## config.mk

```make
export PLATFORM = sky130hd
export DESIGN_NAME = decoder_nx2n_scan
export DESIGN_NICKNAME = d
export VERILOG_FILES = /design/src/rtl/decoder_nx2n_scan.sv
export SDC_FILE = /design/constraint.sdc
export NUM_CORES = 1
export LEC_CHECK = 0
export BUFFER_PORTS_ARGS = -buffer_cell sky130_fd_sc_hd__buf_2
export CORE_MARGIN = 3
export CORE_UTILIZATION = 45
export DETAILED_ROUTE_END_ITERATION = 12
export PLACE_DENSITY = 0.74
export SYNTH_ARGS = -nofsm -noshare
export SYNTH_HDL_FRONTEND = slang
export SYNTH_SLANG_ARGS = --single-unit
```

## constraint.sdc

```tcl
create_clock -name clk -period 2.2 [get_ports clk]
set_clock_uncertainty 0.15 [all_clocks]
set_input_delay 0.33 -clock clk [delete_from_list [all_inputs] [get_ports clk]]
set_output_delay 0.33 -clock clk [all_outputs]
set_load 0.005 [all_outputs]
```

## src/rtl/decoder_nx2n_scan.sv

```systemverilog
// Registered N-to-2^N decoder with enable, direct mode and a timed scan mode.
// Define DECODER_ACTIVE_LOW_OUT_EN for active-low D outputs.
module decoder_nx2n_scan #(
    parameter int N    = 2,
    parameter int HOLD = 4,
    parameter int HW   = 3
) (
    input  logic                clk,
    input  logic                rst_n,
    input  logic                enable,
    input  logic                mode,
    input  logic [N-1:0]        A,
    output logic [0:(1<<N)-1]   D,
    output logic [N-1:0]        idx,
    output logic                wrap
);
    localparam int M = 1 << N;

`ifdef DECODER_ACTIVE_LOW_OUT_EN
    localparam logic ON = 1'b0;
`else
    localparam logic ON = 1'b1;
`endif

    typedef enum logic [1:0] {IDLE, DIRECT, SCAN} state_t;

    state_t         state, state_n;
    logic [N-1:0]   idx_n;
    logic [HW-1:0]  dwell, dwell_n;
    logic           wrap_n;
    logic [0:M-1]   d_n;

    always_ff @(posedge clk or negedge rst_n) begin
        if (!rst_n) begin
            state <= IDLE;
            D     <= {M{~ON}};
            idx   <= '0;
            wrap  <= 1'b0;
            dwell <= '0;
        end else begin
            state <= state_n;
            D     <= d_n;
            idx   <= idx_n;
            wrap  <= wrap_n;
            dwell <= dwell_n;
        end
    end

    always_comb begin
        state_n = state;
        case (state)
            IDLE:    if (enable) state_n = mode ? SCAN : DIRECT;
            DIRECT:  if (!enable) state_n = IDLE; else if (mode)  state_n = SCAN;
            SCAN:    if (!enable) state_n = IDLE; else if (!mode) state_n = DIRECT;
            default: state_n = IDLE;
        endcase

        idx_n   = idx;
        dwell_n = dwell;
        wrap_n  = 1'b0;
        d_n     = {M{~ON}};
        // Actions key off the destination state so D/idx/wrap register together.
        case (state_n)
            DIRECT: begin
                idx_n   = A;
                dwell_n = '0;
            end
            SCAN: begin
                if (state != SCAN) begin
                    idx_n   = A;
                    dwell_n = '0;
                end else if (dwell == HW'(HOLD - 1)) begin
                    dwell_n = '0;
                    idx_n   = idx + 1'b1;
                    wrap_n  = (idx == {N{1'b1}});
                end else begin
                    dwell_n = dwell + 1'b1;
                end
            end
            default: ;
        endcase
        if (state_n != IDLE) d_n[idx_n] = ON;
    end

endmodule
```

Word level (Yosys, flattened, before mapping) --
Cells that the tools add are included.
Operators by class: $add $sub $neg 2, magnitude comparators 2, equality and inequality tests 7, multiplexer cells 19, bitwise gates (word level) 1, reduce and logical (&&, ||, !) cells 4
Operators with widths (count):
- $mux W2 | 8
- $eq A2 B2 Y1 const B | 3
- $mux W3 | 2
- $pmux W2 S3 | 1
- $pmux W3 S2 | 1
- $eq A2 B1 Y1 const B | 2
- $mux W1 | 4
- $mux W4 | 1
- $pmux W2 S2 | 1
- $reduce_bool A2 Y1 | 2
- $add A3 B1 Y3 const B | 1
- $eq A3 B2 Y1 const B | 1
- $ge A3 B3 Y1 const B | 1
- $lt A3 B1 Y1 const B | 1
- $not A2 Y3 | 1
- $add A2 B1 Y2 const B | 1
- $demux W1 S2 | 1
- $logic_not A2 Y1 | 1
- $ne A2 B2 Y1 const B | 1
- $logic_and A1 B1 Y1 | 1
Storage, ports and cells: register bits 12, bits of input ports 6, output and inout port bits 7

Logic depth before layout (Yosys ltp) --
word-level depth 11, gate-level depth with buffers 9, gate-level depth less buffers 9

Least setup slack after synthesis --
Ideal clock, no wire load.
path type flip-flop to flip-flop, from register state[1], to register D[3] in the netlist's numbering, library setup time 0.120 ns, data arrival time 1.922 ns, data required time 1.930 ns, setup slack 0.008 ns, cell stages (with the launch flop) 9, buffers on the path 1, cells stage by stage dfrtp_1 -> nand2_1 -> nand2_1 -> or2_2 -> ha_1 -> buf_6 -> and2_0 -> a221o_2 -> and3b_1
Between the ends: cells in the longest elaborated chain, start to end 11, elaborated cells on any way between the ends 22
RTL lines:
- start, declared | line 27 | state_t state, state_n;
- start signal, assigned | line 41 | state <= state_n;
- $mux W2 (on tied branches) (2 in a row) | line 54, 53
- $pmux W2 S3 | line 51 | case (state)
- $eq A2 B2 Y1 or $eq A2 B1 Y1 (tied branches) | line 63 | case (state_n)
- $pmux W2 S2 (*) | line 63
- named net idx_n[1] | line 28 | logic [N-1:0] idx_n;
- $not A2 Y3 (not written as such) (*) | line 82 | if (state_n != IDLE) d_n[idx_n] = ON;
- $ge A3 B3 Y1 (not written as such) or $lt A3 B1 Y1 (tied branches) | line 82
- $logic_and A1 B1 Y1 (not written as such) | line 82
- $mux W1 (not written as such) | line 82
- $demux W1 S2 (*) | line 82
- $mux W4 (*) | line 82
- named net d_n, one bit | line 31 | logic [0:M-1] d_n;
- end signal, assigned | line 36 | D <= {M{~ON}};
- end signal, assigned | line 42 | D <= d_n;
- end, declared | line 13 | output logic [0:(1<<N)-1] D,
The timed path passes the listed nets; every way through them passes the cells marked *. A chain may end at the register's enable or synchronous reset.

Worst setup path in the final report --
from register state[0], to register D[3] in the netlist's numbering
The elaborated chain is that of the path after synthesis.

==> results_dict.tcl <==
set metrics [dict create \
    critPathCaptureType "flop" \
    internal-power_uw 384 \
    grt_max_degree 13 \
    clkPwrFrac_pct 33.5 \
    r2r_slack_ps 130 \
    path_clk_slew_ps 70 \
    totalWireLength_um 1170 \
    initial_core_util_pct 51.3 \
    dp_slack_ps -3.06 \
    die_h_um 42.5 \
    status "complete, no violations" \
    syn_inst 56 \
    maxSlewViolCount 0 \
    synth_nets 67 \
    finalPower_uw 515 \
    synth-edff-count 0 \
    cpPeakStageDelay_ps 400 \
    gp_congestion 0.763 \
    p_comb_share_pct 18.7 \
    cts_tree "built" \
    critPathLaunch "state[0]$_DFF_PN0_" \
    synthXorXnorAreaFrac_pct 0 \
    power.leakage_nw 0.414 \
    viasPerCell 5.16 \
    synth_top_area_share_pct 50.0 \
    layout.nets 86 \
    fmax_mhz 483 \
    r2r_start "state[0]$_DFF_PN0_" \
    synthTopCellsByArea "dfrtp_1, ha_1, inv_1, nand2_1, nor3_1" \
    vias 454 \
    yosys.area.top_type "dfrtp_1" \
    row_count 12 \
    portBuffers 12 \
    cp.buffers_inverters 0 \
    slew_headroom_pct 82.0 \
    worstSetupStartpointType "flop" \
    r2r_cells 7 \
    synth_common_cells "dfrtp_1, inv_1, nand2_1" \
    antenna_found_initial 0 \
    grt_pass1_wl_um 2010 \
    seq_area_frac_synth_pct 50.0 \
    wl_per_cell_um 13.3 \
    hold_violations 0 \
    grtUsageTotal_pct 14.6 \
    netSwitchingPower_uw 130 \
    synth-seq-cells 12 \
    period_share_pct 94.0 \
    core_area_mm2 0.00117 \
    cts_buffers 3 \
    overflow 0 \
    clk_latency_ps 270 \
    synth.cell_area_um2 601 \
    ys_warn_count 0 \
    ir_drop_v 0.000449 \
    chipWidth_um 42.5 \
    setup-violations-final 0 \
    hold_class "primary input to flop" \
    yosys.area_share.adder_pct 10.4 \
    area_growth_syn_to_layout_pct 27.3 \
    synth_flop_cell "dfrtp_1" \
    worst-slew-pin-transition_ps 270 \
    htreeDepth 1 \
    synthMuxAreaShare_pct 1.67 \
    drtPass1Iterations 4 \
    drive_gt1_share_pct 33.8 \
    switching_share_pct 25.3 \
    power.density_mw_per_mm2 673 \
    p_seq_share_pct 47.8 \
    crit_required_ps 2210 \
    cpMostUsedCell "nand2_1" \
    post_synth_and_or_nand_nor_area_fraction_pct 22.1 \
    setup_slack_ps 131 \
    cap_violations 0 \
    drc_errors 0 \
    ios 13 \
    cp_top_family "simple AND/OR/NAND/NOR gates" \
    diodes 0 \
    cts_buffer_depth 2 \
    ant_nets 0 \
    crit_type "flop to flop" \
    path_cells "nand2_1 -> nand2_1 -> or2_4 -> ha_4 -> and2_0 -> a221o_2 -> and3b_1" \
    post-route-min-period_ps 2070 \
    synth_top_family_by_area "simple AND/OR/NAND/NOR gates" \
    holdPathEnd "state[0]$_DFF_PN0_" \
    cts.sinks 12 \
    die_area_mm2 0.00181 \
    min_path_cells 3 \
    root_buffer "clkbuf_4" \
    yosysUniqueCellTypes 27 \
    cpMaxStageDelayCell "dfrtp_1" \
    hp-start "mode" \
    rsz0062_at_grt "no" \
    r2r-end "D[3]$_DFF_PN0_" \
    worst_ep_arrival_time_ps 2080 \
    path_max_fanout 5 \
    hpwl_um 833 \
    grt_pass1_vias 453 \
    synth.most_common_cell "dfrtp_1" \
    synth_compound_area_share_pct 10.2 \
    drt-initial-drc-count 13 \
    ys_async_sr_fraction_pct 100 \
    synth_area_per_cell_um2 10.7 \
]
timing repair:
item / in CTS / in global routing
hold endpoints to repair: 12 / 0
buffers inserted: 0 / 0
endpoints found under the setup margin: 1 / 4
gates resized for setup: 1 / 4
pin swaps: 0 / 2
hold buffers: 1 / 0
registers in the layout, summed over array words and instances (netlist names):
signal / flops
D: 4
dwell: 3
idx: 2
state: 2
wrap: 1
cells in the final DEF (no fill, tap or decap), types with 2 or more instances in the layout:
cell type / netlist / final
nand2_1: 6 / 6
nor3_1: 3 / 3
ha_1: 5 / 3
buf_2: 0 / 12
buf_4: 0 / 2
dfrtp_1: 12 / 12
inv_1: 6 / 6
nand3_1: 2 / 2
clkbuf_4: 0 / 3
o21ai_0: 2 / 2
ha_4: 0 / 2
area by class of cell:
class / instances / area, µm²
clock buffer: 4 / 36.3
fill: 101 / 407
inverter: 6 / 22.5
multi-input combinational: 37 / 303
sequential: 12 / 300
tap: 14 / 17.5
timing repair buffer: 15 / 85.1
metal layers:
layer	global-route usage (%)	share of wire, %	up-vias
li1	-	-	224
met1	19.5	46	214
met2	23.4	48	14
met3	2.58	4.5	2
met4	5.59	1.2	0
met5	0	0	-
through the flow:
step	utilization (%)	setup TNS [ps]	instance area [µm²]	cells	hold WS [ps]
after floorplan	-	0	601	56	-116
after global placement	58.2	0	682	83	70.1
after detailed placement	58.2	-3.06	682	83	74.2
after CTS	63.2	0	741	88	259
after global routing	65.3	0	764	88	283
final	65.3	0	764	88	255
worst reg2reg max path: stages, from the launching register on:
cell,delay [ps]
dfrtp_1,400
nand2_1,100
nand2_1,60
or2_4,260
ha_4,260
and2_0,150
a221o_2,400
and3b_1,190
power by group through the flow:
stage	Clock, mW	Sequential, mW	Combinational (mW)
CTS	0.178	0.245	0.0915
global placement	0	0.250	0.0834
global route	0.187	0.248	0.106
finish	0.172	0.246	0.0961
floorplan	0	0.251	0.0505
detailed placement	0	0.250	0.0857
logic make-up after synthesis:
kind of cell    count (synthesis)
flops                          12
compound gates                  9
simple gates                   22
buf+inv                         7
mux                             1
fa+ha+maj                       5
how the worst max path moves through the flow:
stage | endpoint | slack, ps | depth (start not counted)
5_1_grt | D[1]$_DFF_PN0_ | 40 | 9
2_1_floorplan | D[3]$_DFF_PN0_ | 8 | 8
3_5_place_dp | D[3]$_DFF_PN0_ | -3 | 7
6_report | D[3]$_DFF_PN0_ | 130 | 7
4_1_cts | D[3]$_DFF_PN0_ | 30 | 8
3_3_place_gp | D[3]$_DFF_PN0_ | 70 | 7
No activity file was read; power rests on OpenSTA's default activity.
